--- config.mk ---
export PLATFORM = sky130hd
export DESIGN_NAME = mem_arbiter_flat
export DESIGN_NICKNAME = d
export VERILOG_FILES = /design/src/rtl/cpu_types_pkg.sv /design/src/rtl/mem_arbiter_if.sv /design/src/rtl/arb_timer.sv /design/src/rtl/mem_arbiter.sv /design/src/flat_wrapper.sv
export SDC_FILE = /design/constraint.sdc
export NUM_CORES = 1
export LEC_CHECK = 0
export ABC_AREA = 1
export CAP_MARGIN = 25
export CORE_MARGIN = 5
export CORE_UTILIZATION = 42
export DETAILED_ROUTE_END_ITERATION = 8
export GPL_TIMING_DRIVEN = 1
export PLACE_DENSITY_LB_ADDON = 0.12
export SLEW_MARGIN = 20
export SYNTH_ARGS = -nofsm -noshare
export SYNTH_HDL_FRONTEND = slang
export SYNTH_SLANG_ARGS = --single-unit
--- constraint.sdc ---
create_clock -name CLK -period 4.92 [get_ports CLK]
set_clock_uncertainty 0.05 [all_clocks]
set_input_delay 0.738 -clock CLK [delete_from_list [all_inputs] [get_ports CLK]]
set_output_delay 0.738 -clock CLK [all_outputs]
set_load 0.02 [all_outputs]
--- src/rtl/cpu_types_pkg.sv ---
// Shared types for the memory arbiter: word type, RAM handshake states and
// the arbiter's own FSM states.
package cpu_types_pkg;

  localparam int WORD_WIDTH = 32;

  typedef logic [WORD_WIDTH-1:0] word_t;

  typedef enum logic [1:0] {
    FREE   = 2'd0,
    BUSY   = 2'd1,
    ACCESS = 2'd2,
    ERROR  = 2'd3
  } ramstate_t;

  typedef enum logic [2:0] {
    IDLE,
    DACC,
    IACC,
    DRSP,
    IRSP,
    ERR
  } arb_state_t;

  // True while the arbiter owns the RAM port and is waiting for completion.
  function automatic logic is_access(arb_state_t s);
    return (s == DACC) || (s == IACC);
  endfunction

endpackage

--- src/rtl/mem_arbiter_if.sv ---
// Request-side and RAM-side signals of the arbiter. master is the arbiter's
// view; slave is the view of the request unit and RAM around it.
interface mem_arbiter_if #(
  parameter int WORD_W = 32
);
  import cpu_types_pkg::*;

  logic              iREN;
  logic [WORD_W-1:0] iaddr;
  logic              dREN;
  logic              dWEN;
  logic [WORD_W-1:0] daddr;
  logic [WORD_W-1:0] dstore;
  logic              ihit;
  logic              dhit;
  logic [WORD_W-1:0] iload;
  logic [WORD_W-1:0] dload;
  logic              merr;
  logic              ramREN;
  logic              ramWEN;
  logic [WORD_W-1:0] ramaddr;
  logic [WORD_W-1:0] ramstore;
  logic [WORD_W-1:0] ramload;
  ramstate_t         ramstate;

  modport master (
    input  iREN, iaddr, dREN, dWEN, daddr, dstore, ramload, ramstate,
    output ihit, dhit, iload, dload, merr, ramREN, ramWEN, ramaddr, ramstore
  );

  modport slave (
    output iREN, iaddr, dREN, dWEN, daddr, dstore, ramload, ramstate,
    input  ihit, dhit, iload, dload, merr, ramREN, ramWEN, ramaddr, ramstore
  );

endinterface

--- src/rtl/arb_timer.sv ---
// Access watchdog: counts cycles spent waiting on the RAM and flags expiry
// once TIMEOUT cycles have elapsed since the last clear.
module arb_timer #(
  parameter int TIMEOUT = 64
) (
  input  logic CLK,
  input  logic Rst,
  input  logic clear,
  input  logic enable,
  output logic expired
);

  localparam int            CW   = $clog2(TIMEOUT);
  localparam logic [CW-1:0] LAST = CW'(TIMEOUT - 1);

  logic [CW-1:0] count;

  // Holds at LAST so the flag stays up until the owner clears it.
  always_ff @(posedge CLK or posedge Rst) begin
    if (Rst) begin
      count <= '0;
    end else if (clear) begin
      count <= '0;
    end else if (enable && !expired) begin
      count <= count + CW'(1);
    end
  end

  assign expired = (count == LAST);

endmodule

--- src/rtl/mem_arbiter.sv ---
// Serialises data and instruction accesses onto one shared RAM port, data
// first, returning one-cycle hit pulses with the loaded word.
module mem_arbiter
  import cpu_types_pkg::*;
#(
  parameter int TIMEOUT = 64,
  parameter int WORD_W  = WORD_WIDTH
) (
  input  logic          CLK,
  input  logic          Rst,
  mem_arbiter_if.master bus
);

  arb_state_t        state;
  arb_state_t        next_state;
  logic [WORD_W-1:0] lat_addr;
  logic [WORD_W-1:0] lat_store;
  logic              lat_write;
  logic [WORD_W-1:0] iload_q;
  logic [WORD_W-1:0] dload_q;
  logic              in_access;
  logic              expired;
  logic              ram_ready;
  logic              ram_fail;
  logic              data_req;

  assign in_access = is_access(state);
  assign data_req  = bus.dWEN || bus.dREN;
  assign ram_ready = (bus.ramstate == ACCESS);
  assign ram_fail  = (bus.ramstate == ERROR) || expired;

  arb_timer #(
    .TIMEOUT (TIMEOUT)
  ) u_timer (
    .CLK     (CLK),
    .Rst     (Rst),
    .clear   (!in_access),
    .enable  (in_access),
    .expired (expired)
  );

  always_ff @(posedge CLK or posedge Rst) begin
    if (Rst) begin
      state <= IDLE;
    end else begin
      state <= next_state;
    end
  end

  // The response states always return to IDLE, giving the requester one
  // cycle to drop its enable before it is sampled again.
  always_comb begin
    next_state = state;
    case (state)
      IDLE: begin
        if (data_req) begin
          next_state = DACC;
        end else if (bus.iREN) begin
          next_state = IACC;
        end
      end
      DACC: begin
        if (ram_ready) begin
          next_state = DRSP;
        end else if (ram_fail) begin
          next_state = ERR;
        end
      end
      IACC: begin
        if (ram_ready) begin
          next_state = IRSP;
        end else if (ram_fail) begin
          next_state = ERR;
        end
      end
      DRSP:    next_state = IDLE;
      IRSP:    next_state = IDLE;
      ERR:     next_state = ERR;
      default: next_state = IDLE;
    endcase
  end

  // Request fields are captured once so the access is immune to the
  // requester changing or dropping its inputs mid-flight.
  always_ff @(posedge CLK or posedge Rst) begin
    if (Rst) begin
      lat_addr  <= '0;
      lat_store <= '0;
      lat_write <= 1'b0;
    end else if (state == IDLE) begin
      if (data_req) begin
        lat_addr  <= bus.daddr;
        lat_store <= bus.dstore;
        lat_write <= bus.dWEN;
      end else if (bus.iREN) begin
        lat_addr  <= bus.iaddr;
        lat_write <= 1'b0;
      end
    end
  end

  always_ff @(posedge CLK or posedge Rst) begin
    if (Rst) begin
      iload_q <= '0;
      dload_q <= '0;
    end else if (ram_ready) begin
      if (state == IACC) begin
        iload_q <= bus.ramload;
      end else if (state == DACC && !lat_write) begin
        dload_q <= bus.ramload;
      end
    end
  end

  assign bus.ramREN   = (state == IACC) || (state == DACC && !lat_write);
  assign bus.ramWEN   = (state == DACC) && lat_write;
  assign bus.ramaddr  = lat_addr;
  assign bus.ramstore = lat_store;
  assign bus.ihit     = (state == IRSP);
  assign bus.dhit     = (state == DRSP);
  assign bus.merr     = (state == ERR);
  assign bus.iload    = iload_q;
  assign bus.dload    = dload_q;

  assert property (@(posedge CLK) disable iff (Rst) !(bus.ramREN && bus.ramWEN));
  assert property (@(posedge CLK) disable iff (Rst) !(bus.ihit && bus.dhit));

endmodule
--- src/flat_wrapper.sv ---
// flat-port wrapper written by rule: the top's interface ports become plain ports
module mem_arbiter_flat import cpu_types_pkg::*;
#(
  parameter int TIMEOUT = 64,
  parameter int WORD_W  = WORD_WIDTH
)
  (CLK, Rst, bus_iREN, bus_iaddr, bus_dREN, bus_dWEN, bus_daddr, bus_dstore, bus_ramload, bus_ramstate, bus_ihit, bus_dhit, bus_iload, bus_dload, bus_merr, bus_ramREN, bus_ramWEN, bus_ramaddr, bus_ramstore);
  mem_arbiter_if #(.WORD_W(WORD_W)) bus_i ();
  input  logic CLK;
  input  logic Rst;
  input wire logic [$bits(bus_i.iREN)-1:0] bus_iREN;
  input wire logic [$bits(bus_i.iaddr)-1:0] bus_iaddr;
  input wire logic [$bits(bus_i.dREN)-1:0] bus_dREN;
  input wire logic [$bits(bus_i.dWEN)-1:0] bus_dWEN;
  input wire logic [$bits(bus_i.daddr)-1:0] bus_daddr;
  input wire logic [$bits(bus_i.dstore)-1:0] bus_dstore;
  input wire logic [$bits(bus_i.ramload)-1:0] bus_ramload;
  input wire logic [$bits(bus_i.ramstate)-1:0] bus_ramstate;
  output wire logic [$bits(bus_i.ihit)-1:0] bus_ihit;
  output wire logic [$bits(bus_i.dhit)-1:0] bus_dhit;
  output wire logic [$bits(bus_i.iload)-1:0] bus_iload;
  output wire logic [$bits(bus_i.dload)-1:0] bus_dload;
  output wire logic [$bits(bus_i.merr)-1:0] bus_merr;
  output wire logic [$bits(bus_i.ramREN)-1:0] bus_ramREN;
  output wire logic [$bits(bus_i.ramWEN)-1:0] bus_ramWEN;
  output wire logic [$bits(bus_i.ramaddr)-1:0] bus_ramaddr;
  output wire logic [$bits(bus_i.ramstore)-1:0] bus_ramstore;
  assign bus_i.iREN = bus_iREN;
  assign bus_i.iaddr = bus_iaddr;
  assign bus_i.dREN = bus_dREN;
  assign bus_i.dWEN = bus_dWEN;
  assign bus_i.daddr = bus_daddr;
  assign bus_i.dstore = bus_dstore;
  assign bus_i.ramload = bus_ramload;
  assign bus_i.ramstate = bus_ramstate;
  assign bus_ihit = bus_i.ihit;
  assign bus_dhit = bus_i.dhit;
  assign bus_iload = bus_i.iload;
  assign bus_dload = bus_i.dload;
  assign bus_merr = bus_i.merr;
  assign bus_ramREN = bus_i.ramREN;
  assign bus_ramWEN = bus_i.ramWEN;
  assign bus_ramaddr = bus_i.ramaddr;
  assign bus_ramstore = bus_i.ramstore;
  mem_arbiter #(.TIMEOUT(TIMEOUT), .WORD_W(WORD_W)) u_core (.CLK(CLK), .Rst(Rst), .bus(bus_i));
endmodule
# Word-level counts from Yosys, hierarchy flattened
# Cells that the tools add are included.
classes:
  mul: 0
  n_mux: 12
  n_shift: 0
  n_lt_le_gt_ge: 0
  n_addsub: 1
  n_eq_ne: 10
  n_bitwise: 1
  div: 0
  n_reduce_logical: 15
op_table:
  columns: ["operator", "count"]
  rows:
  - ["32-bit 2-to-1 mux", 2]
  - ["3-bit 2-to-1 mux", 5]
  - ["6-bit 2-to-1 mux", 2]
  - ["3-bit one-hot mux with 4 select lines", 1]
  - ["6-bit by 1-bit adder with 6-bit output (second input constant)", 1]
  - ["3-bit by 2-bit == test with 1-bit output (second input constant)", 2]
  - ["3-bit == test (second input constant)", 2]
  - ["6-bit == test (second input constant)", 1]
  - ["2-bit AND reduction", 3]
  - ["2-bit == test (second input constant)", 2]
  - ["1-bit logical OR", 4]
  - ["3-bit by 1-bit == test with 1-bit output (second input constant)", 1]
  - ["1-bit logical AND", 3]
  - ["3-bit logical NOT", 1]
  - ["3-bit by 2-bit inequality test with 1-bit output (second input constant)", 1]
  - ["3-bit AND reduction", 1]
  - ["1-bit logical NOT", 2]
  - ["1-bit 2-to-1 mux", 2]
  - ["2-bit by 1-bit inequality test with 1-bit output (second input constant)", 1]
  - ["2-bit nonzero test", 1]
  - ["1-bit inverter", 1]
word_totals:
  n_memories: 0
  mem_bits_rw: 0
  input_bits: 135
  reg_bits: 138
  latch_bits: 0
  mem_bits_ro: 0
  output_inout_bits: 133

# Logic depth before layout (Yosys ltp)
# Gate-level depths: netlist (run 1).
logic_depth:
  word_depth: 5
  ltp_mapped: 8

# Cells and area by module
# Synthesis (run 1) repeated with hierarchy kept, for this count alone.
unflattened:
  hier_cells: 757
  hier_area_um2: 6145.9
by_module_without_submodules:
  columns: ["mod", "cells_each", "area_each_um2", "instances"]
  rows:
  - ["mem_arbiter", 703, 5756.8, 1]
  - ["arb_timer", 54, 389.1, 1]

# Worst setup path after synthesis (run 1)
# OpenSTA, ideal clock, no wires.
synth_path:
  path_type: "register -> output"
  startpoint: "register u_core.state[1]"
  endpoint: "output port bus_ramREN"
  setup_slack_ns: 2.995
  stages_incl_launch_ff: 4
  arrival_ns: 1.137
  path_buffers: 0
  path_cell_list: "dfrtp_1 inv_2 nand3_2 o21ai_0"
synth_via:
  elab_chain_len: 3
  word_cells_on_any_way: 4
synth_lines:
  columns: ["item", "line_no", "rtl"]
  rows:
  - ["start, declared", "mem_arbiter.sv:14", "arb_state_t state;"]
  - ["start signal, assigned", "mem_arbiter.sv:46", "state <= next_state;"]
  - ["3-bit by 1-bit == test with 1-bit output", "mem_arbiter.sv:115", "assign bus.ramREN = (state == IACC) || (state == DACC && !lat_write);"]
  - ["1-bit logical AND", "mem_arbiter.sv:115", null]
  - ["1-bit logical OR (*)", "mem_arbiter.sv:115", null]
  - ["end, declared", "flat_wrapper.sv:24", "output wire logic [$bits(bus_i.ramREN)-1:0] bus_ramREN;"]
# Mark *: on every way between the ends. The rest lies on a longest branch, timed or not.

# Final worst setup path (run 1)
layout_path:
  startpoint: "input port bus_dREN"
  endpoint: "register u_core.state[0]"
layout_via:
  elab_chain_len: 3
  word_cells_on_any_way: 4
layout_lines:
  columns: ["item", "line_no", "rtl"]
  rows:
  - ["start, declared", "flat_wrapper.sv:13", "input wire logic [$bits(bus_i.dREN)-1:0] bus_dREN;"]
  - ["1-bit logical OR (*)", "mem_arbiter.sv:28", "assign data_req = bus.dWEN || bus.dREN;"]
  - ["3-bit 2-to-1 mux", "mem_arbiter.sv:56", "if (data_req) begin"]
  - ["3-bit one-hot mux with 4 select lines", "mem_arbiter.sv:54", "case (state)"]
# Marked as above.
# A chain may end at the register's enable or synchronous reset.

==> results of run 1 <==
-- metal layers --
metal,share of wire (%),wire length [um],up-vias,global-route usage [%]
li1,-,-,2685,-
met1,40,6838,2394,24.44
met2,48,8332,191,34.39
met3,9.8,1685,25,8.533
met4,2.1,360,0,7.783
met5,0,0,-,0
-- registers in the layout (all words and copies together) (netlist names) --
signal and cells:
u_core.u_timer.count 6, u_core.bus.ramstore 32, u_core.lat_write 1, u_core.bus.iload 32, u_core.bus.dload 32, u_core.state 3
u_core.bus.ramaddr 32
-- cell families after synthesis --
group                    after synthesis  share of synthesized area, %
adder cells (fa/ha/maj)                1                        0.2090
buffers and inverters                 84                         6.711
AND/OR/NAND/NOR                      404                         27.45
XOR/XNOR                               1                        0.1464
AO/OA/AOI/OAI                         75                         7.777
flip-flops                           138                         57.70
-- report_power, final --
part / leakage [nW] / switching [mW] / total (mW) / internal (mW)
registers: 1.74 / 0.280 / 1.92 / 1.64
logic: 2.53 / 1.58 / 2.82 / 1.24
clock network: 0.299 / 0.457 / 1.32 / 0.865
total: 4.58 / 2.32 / 6.07 / 3.75
-- placed cells by master, fill, tap and decap left out, drive strengths merged --
cell	n
xor2	1
inv	50
nand2	342
dfrtp	138
nand3	40
nand4	1
bufinv	4
clkdlybuf4s50	267
o21ai	70
buf	3
clkbuf	21
nor2	17
nor3	4
ha	1
a21oi	5
clkinv	3
-- worst reg2reg max path, delay by kind of cell (launching register included) --
family / cells / cell delay (ns)
AND/OR/NAND/NOR: 5 / 1.14
flip-flops: 1 / 0.44
buffers and inverters: 1 / 0.43
-- worst max path at each step --
stage	startpoint	to	slack, ns
final	bus_dREN	u_core.state[0]	2.09
after detailed placement	bus_dREN	u_core.state[0]	1.66
after floorplan	Rst	u_core.bus.dload[0]	0.44
after global routing	bus_dWEN	u_core.bus.ramstore[15]	1.86
after global placement	bus_dREN	u_core.state[0]	1.73
after CTS	bus_dREN	u_core.bus.ramstore[22]	2.09
-- cell type report --
class	count	area, um2
Fill cell	1200	4633
Clock buffer	21	460.4
Timing Repair Buffer	270	2695
Clock inverter	8	143.9
Sequential cell	138	3453
Tap cell	180	225.2
Multi-Input combinational cell	481	2132
Inverter	49	191.4
==> out/results.ini, run 1 <==
[route]
num_vias = 5295
ant_nets = 0
wl_per_cell_um = 15.01
drc = 0
via_per_inst = 4.616
drt-total-wl_mm = 17.22
first_pass_iters = 4
drt_iter0_markers = 336

[yosys]
synth_seq_cells = 138
avgSynthCellArea_um2 = 8.513
synth_top_area_share_pct = 57.70
synth_largest_area_cell = dfrtp_1
synth_cell_type_count = 25
netlist_area_mm2 = 0.005984
synthCells = 703
yosysWarnings = 0
synth-main-ff-cell = dfrtp_1
synth.most_common_cell = nand2_1
synthTopCellsByArea = dfrtp_1 (58%), nand2_1 (21%), o21ai_2 (3.5%)
synthArstFlopShare_pct = 100.0
synth_edf_count = 0
yosysSeqAreaShare_pct = 57.70
synthTopCellsByCount = nand2_1 (339), dfrtp_1 (138), inv_1 (43), nand3_1 (39), o21ai_1 (34)
synth_nets = 839

[cells_and_area]
stdcell_count = 1147
diodes = 0
final_nets = 1093
fin_util_pct = 66.75
final_area_mm2 = 0.009301
area_delta_synth_final_pct = 55.43
drive_above_1_share_pct = 7.549

[placed_design]
dp_slack_ns = 1.657
placed_area_mm2 = 0.008695
gp_congestion = 0.7886
place_hpwl_mm = 12.30
place_inst = 1118
portBuffers = 267

[worst_setup_path]
critPathBufInv = 3
crit_fanout = 67
cpLargestDelayFamily = simple AND/OR/NAND/NOR gates
cp_num_cells = 6
crit_arrival_ns = 3.05
reg2reg_depth = 6
cpMaxStageDelayCell = nor2_4
worstSetupPathType = in -> reg
cp-end-kind = flop
cp-start-kind = primary input
path_cells = clkdlybuf4s50_1 > nor2_4 > inv_2 > buf_4 > nand2_2 > nand3_1
reg2reg_setup_slack_ns = 2.77
critPathMaxStageDelay_ns = 0.59
rr_endpoint = u_core.bus.ramstore[22]
crit-reg2reg-launch = u_core.state[0]
required_ns = 5.14

[power]
cellLeakagePower_nw = 4.575
p_per_area_mw_per_mm2 = 652.2
ir_drop_mv = 0.3130
report.power.total_mw = 6.066

[clock_tree]
cts.repair.resized = 0
cts_setup_buffers = 0
htree_levels = 4
clockBufferDepth = 2
cts_tree = done
cts_root_buffer = clkbuf_16
ctsHoldBuffers = 0
worstSkewPairLatency_ns = 0.41
clock-sinks = 138
clk_pin_slew_ns = 0.06
cts_buffers = 17

[timing]
fin_crit_sh_pct = 57.51
fmax_ghz = 0.3534
worst-slew-pin-transition_ns = 0.8184
grt_setup_unrepaired = false
hold_violations = 0
min_period_ns = 2.829
tns_ns = 0
drv_slew = 0
hold_slack_ns = 0.4166
finalSetupViolations = 0
setup_slack_ns = 2.091
slew-limit-headroom_pct = 45.44

[global_routing]
grt_start_max_net_pins = 113
grt_first_pass_wirelength_mm = 27.10
track_usage_pct = 20.82
grt_overflow = 0
grt_pass1_vias = 5352
antenna_found_initial = 0

[run]
drv_cap = 0

[hold_path]
worstHoldPathType = reg -> reg
min_to = u_core.bus.ramaddr[10]
worstHoldStart = u_core.bus.ramaddr[10]
holdPathStages = 2

[die]
start_util_pct = 42.95
fp.coreArea_mm2 = 0.01393
dieHeight_um = 129.4
pin_count = 268
std_cell_rows = 43
die_area_mm2 = 0.01674
die_x_um = 129.4

[run_status]
status = finished, final reports clean

Power figures use the tool's default switching activity.
==> inputs of run 2 (changes only) <==
Settings changed: CORE_UTILIZATION 42 to 38.
Clock period 4.92 ns to 2.45 ns, I/O delays scaled along.
==> run 2 against run 1 <==
  * Total power grew 100%
  * Non-clock buffer count grew 10
  * Critical path depth decreased by 2
  * Sequential cell count stayed put
  * Cell area up 1.6%
  * First-iteration DRC count decreased by 35%
  * Setup slack worse by 1.9 ns
  * Worst hold slack got worse by 0.043 ns
==> out/results.ini, run 2 (synthesis gave the netlist of run 1 again) <==
[run_status]
status = finished, final reports clean

[timing]
slew-limit-headroom_pct = 62.43  ; +17 points
grt_setup_unrepaired = false
worst-slew-pin-transition_ns = 0.5628  ; -0.2557 ns
fin_crit_sh_pct = 93.35
hold_violations = 0  ; unchanged
finalSetupViolations = 0  ; unchanged
hold_slack_ns = 0.3739  ; -0.04274 ns
tns_ns = 0  ; unchanged
min_period_ns = 2.287
drv_slew = 0  ; unchanged
fmax_ghz = 0.4372

[route]
num_vias = 5290  ; -0.094%
wl_per_cell_um = 14.43  ; -3.9%
drt_iter0_markers = 218  ; -35%
first_pass_iters = 5  ; +1
ant_nets = 0  ; unchanged
via_per_inst = 4.442  ; -3.8%
drt-total-wl_mm = 17.19  ; -0.18%
drc = 0  ; unchanged

[cells_and_area]
nFillCells = 1382  ; +15%
drive_above_1_share_pct = 8.878  ; +1.3 points
register_area_mm2 = 0.003453  ; unchanged
stdcell_count = 1191  ; +3.8%
area_delta_synth_final_pct = 57.96
final_cell_mix = nand2_1 (338), clkdlybuf4s50_1 (266), dfrtp_1 (138)
multiInputGateArea_mm2 = 0.002132  ; unchanged
final_nets = 1103  ; +0.91%
layout_commonest_cell = nand2_1
fin_util_pct = 61.72  ; -5.0 points
diodes = 0  ; unchanged

[die]
pin_count = 268  ; unchanged
die_area_mm2 = 0.01836  ; +9.7%
fp.coreArea_mm2 = 0.01531  ; +9.9%
start_util_pct = 39.08  ; -3.9 points
std_cell_rows = 45  ; +4.7%
dieHeight_um = 135.5  ; +4.7%
die_x_um = 135.5  ; +4.7%

[worst_setup_path]
cp-end-kind = primary output
crit-reg2reg-launch = u_core.state[2]
cp-startpoint = u_core.state[2]
cp-start-kind = flop
required_ns = 2.03  ; -3.11 ns
crit_fanout = 6  ; -91%
crit_arrival_ns = 1.87  ; -1.18 ns
worstSetupPathType = reg -> out

[clock_tree]
clockBufferDepth = 2  ; unchanged
ctsHoldBuffers = 0  ; unchanged
cts_tree = done
cts_setup_buffers = 0  ; unchanged
clk_pin_slew_ns = 0.06  ; about the same
htree_levels = 4  ; unchanged
worstSkewPairLatency_ns = 0.40  ; about the same
cts_buffers = 17  ; unchanged
clock-sinks = 138  ; unchanged
cts_root_buffer = clkbuf_16

[global_routing]
track_usage_pct = 18.72  ; -2.1 points
grt_start_max_net_pins = 85  ; -25%
grt_first_pass_wirelength_mm = 27.05  ; -0.16%
grt_pass1_vias = 5153  ; -3.7%
antenna_found_initial = 0  ; unchanged
grt_overflow = 0  ; unchanged

[placed_design]
place_inst = 1159  ; +3.7%
gp_congestion = 0.7776  ; -1.4%
portBuffers = 267  ; unchanged
place_hpwl_mm = 12.68  ; +3.0%

[run]
drv_cap = 0  ; unchanged

[power]
cellLeakagePower_nw = 4.635  ; +1.3%
ir_drop_mv = 0.5709  ; +82%
report.power.total_mw = 12.12  ; +100%
p_per_area_mw_per_mm2 = 1282  ; +97%

[hold_path]
worstHoldPathType = in -> async

==> run 2: cell count changes in the layout (fill, tap and decap cells not counted) <==
cell / before / now
inv_8: 1 / 0
bufinv_16: 4 / 2
clkinv_4: 0 / 1
clkbuf_1: 2 / 1
buf_4: 3 / 8
dlymetal6s2s_1: 0 / 1
inv_6: 1 / 0
clkdlybuf4s50_1: 267 / 266
clkinv_2: 3 / 5
buf_12: 0 / 5
clkinvlp_4: 0 / 5
==> run 2: worst paths after layout <==
path	cells past startpoint	end	slack, ns
max in group asynchronous	3	u_core.bus.ramstore[26]	1.55
setup reg to reg	7	u_core.bus.dload[10]	0.82
min in group CLK	2	u_core.bus.ramstore[6]	0.42
hold / removal	3	u_core.bus.iload[21]	0.37
hold reg to reg	2	u_core.bus.ramstore[6]	0.42
setup / recovery	4	bus_ramWEN	0.16
==> run 2: final cells by class <==
cell class | instances | share of cell area (%)
clock inverter | 12 | 1.310
timing repair buffer | 280 | 29.99
inverter | 49 | 1.985
tap | 211 | 2.793
multi-input combinational | 481 | 22.55
clock buffer | 20 | 4.831
sequential | 138 | 36.53
==> run 2: repair_timing <==
action                     in CTS  in global routing
resized for setup               0                  1
hold endpoints to repair        0                  0
setup endpoints to repair       0                  1
==> run 2: per-layer routing <==
layer	GRT usage, %	vias to the layer above	wire length, um
met4	4.871	0	136
met1	23.80	2384	7259
met3	7.912	11	1758
li1	-	2710	-
met5	0	-	0
met2	29.59	185	8031
==> run 2: per-stage QoR <==
stage / instance area, um2 / worst slack [ns]
final: 9453 / 0.1630
after global routing: 9453 / 0.05060
after CTS: 9450 / 0.04186
after detailed placement: 8870 / 0.3501
after global placement: 8870 / 0.4003
after floorplan: 5988 / 0.3114
==> run 2: critical path: stages (launching register included) <==
cell and delay, ns:
dfrtp_1 0.44, inv_2 0.10, nand3_2 0.16, nor2_1 0.13, clkdlybuf4s50_1 0.64
==> run 2: power breakdown <==
group | internal, mW | switching (mW) | leakage, nW
clock network | 1.54 | 0.957 | 0.278
registers | 3.30 | 0.566 | 1.74
logic | 2.57 | 3.18 | 2.62
total | 7.42 | 4.70 | 4.64
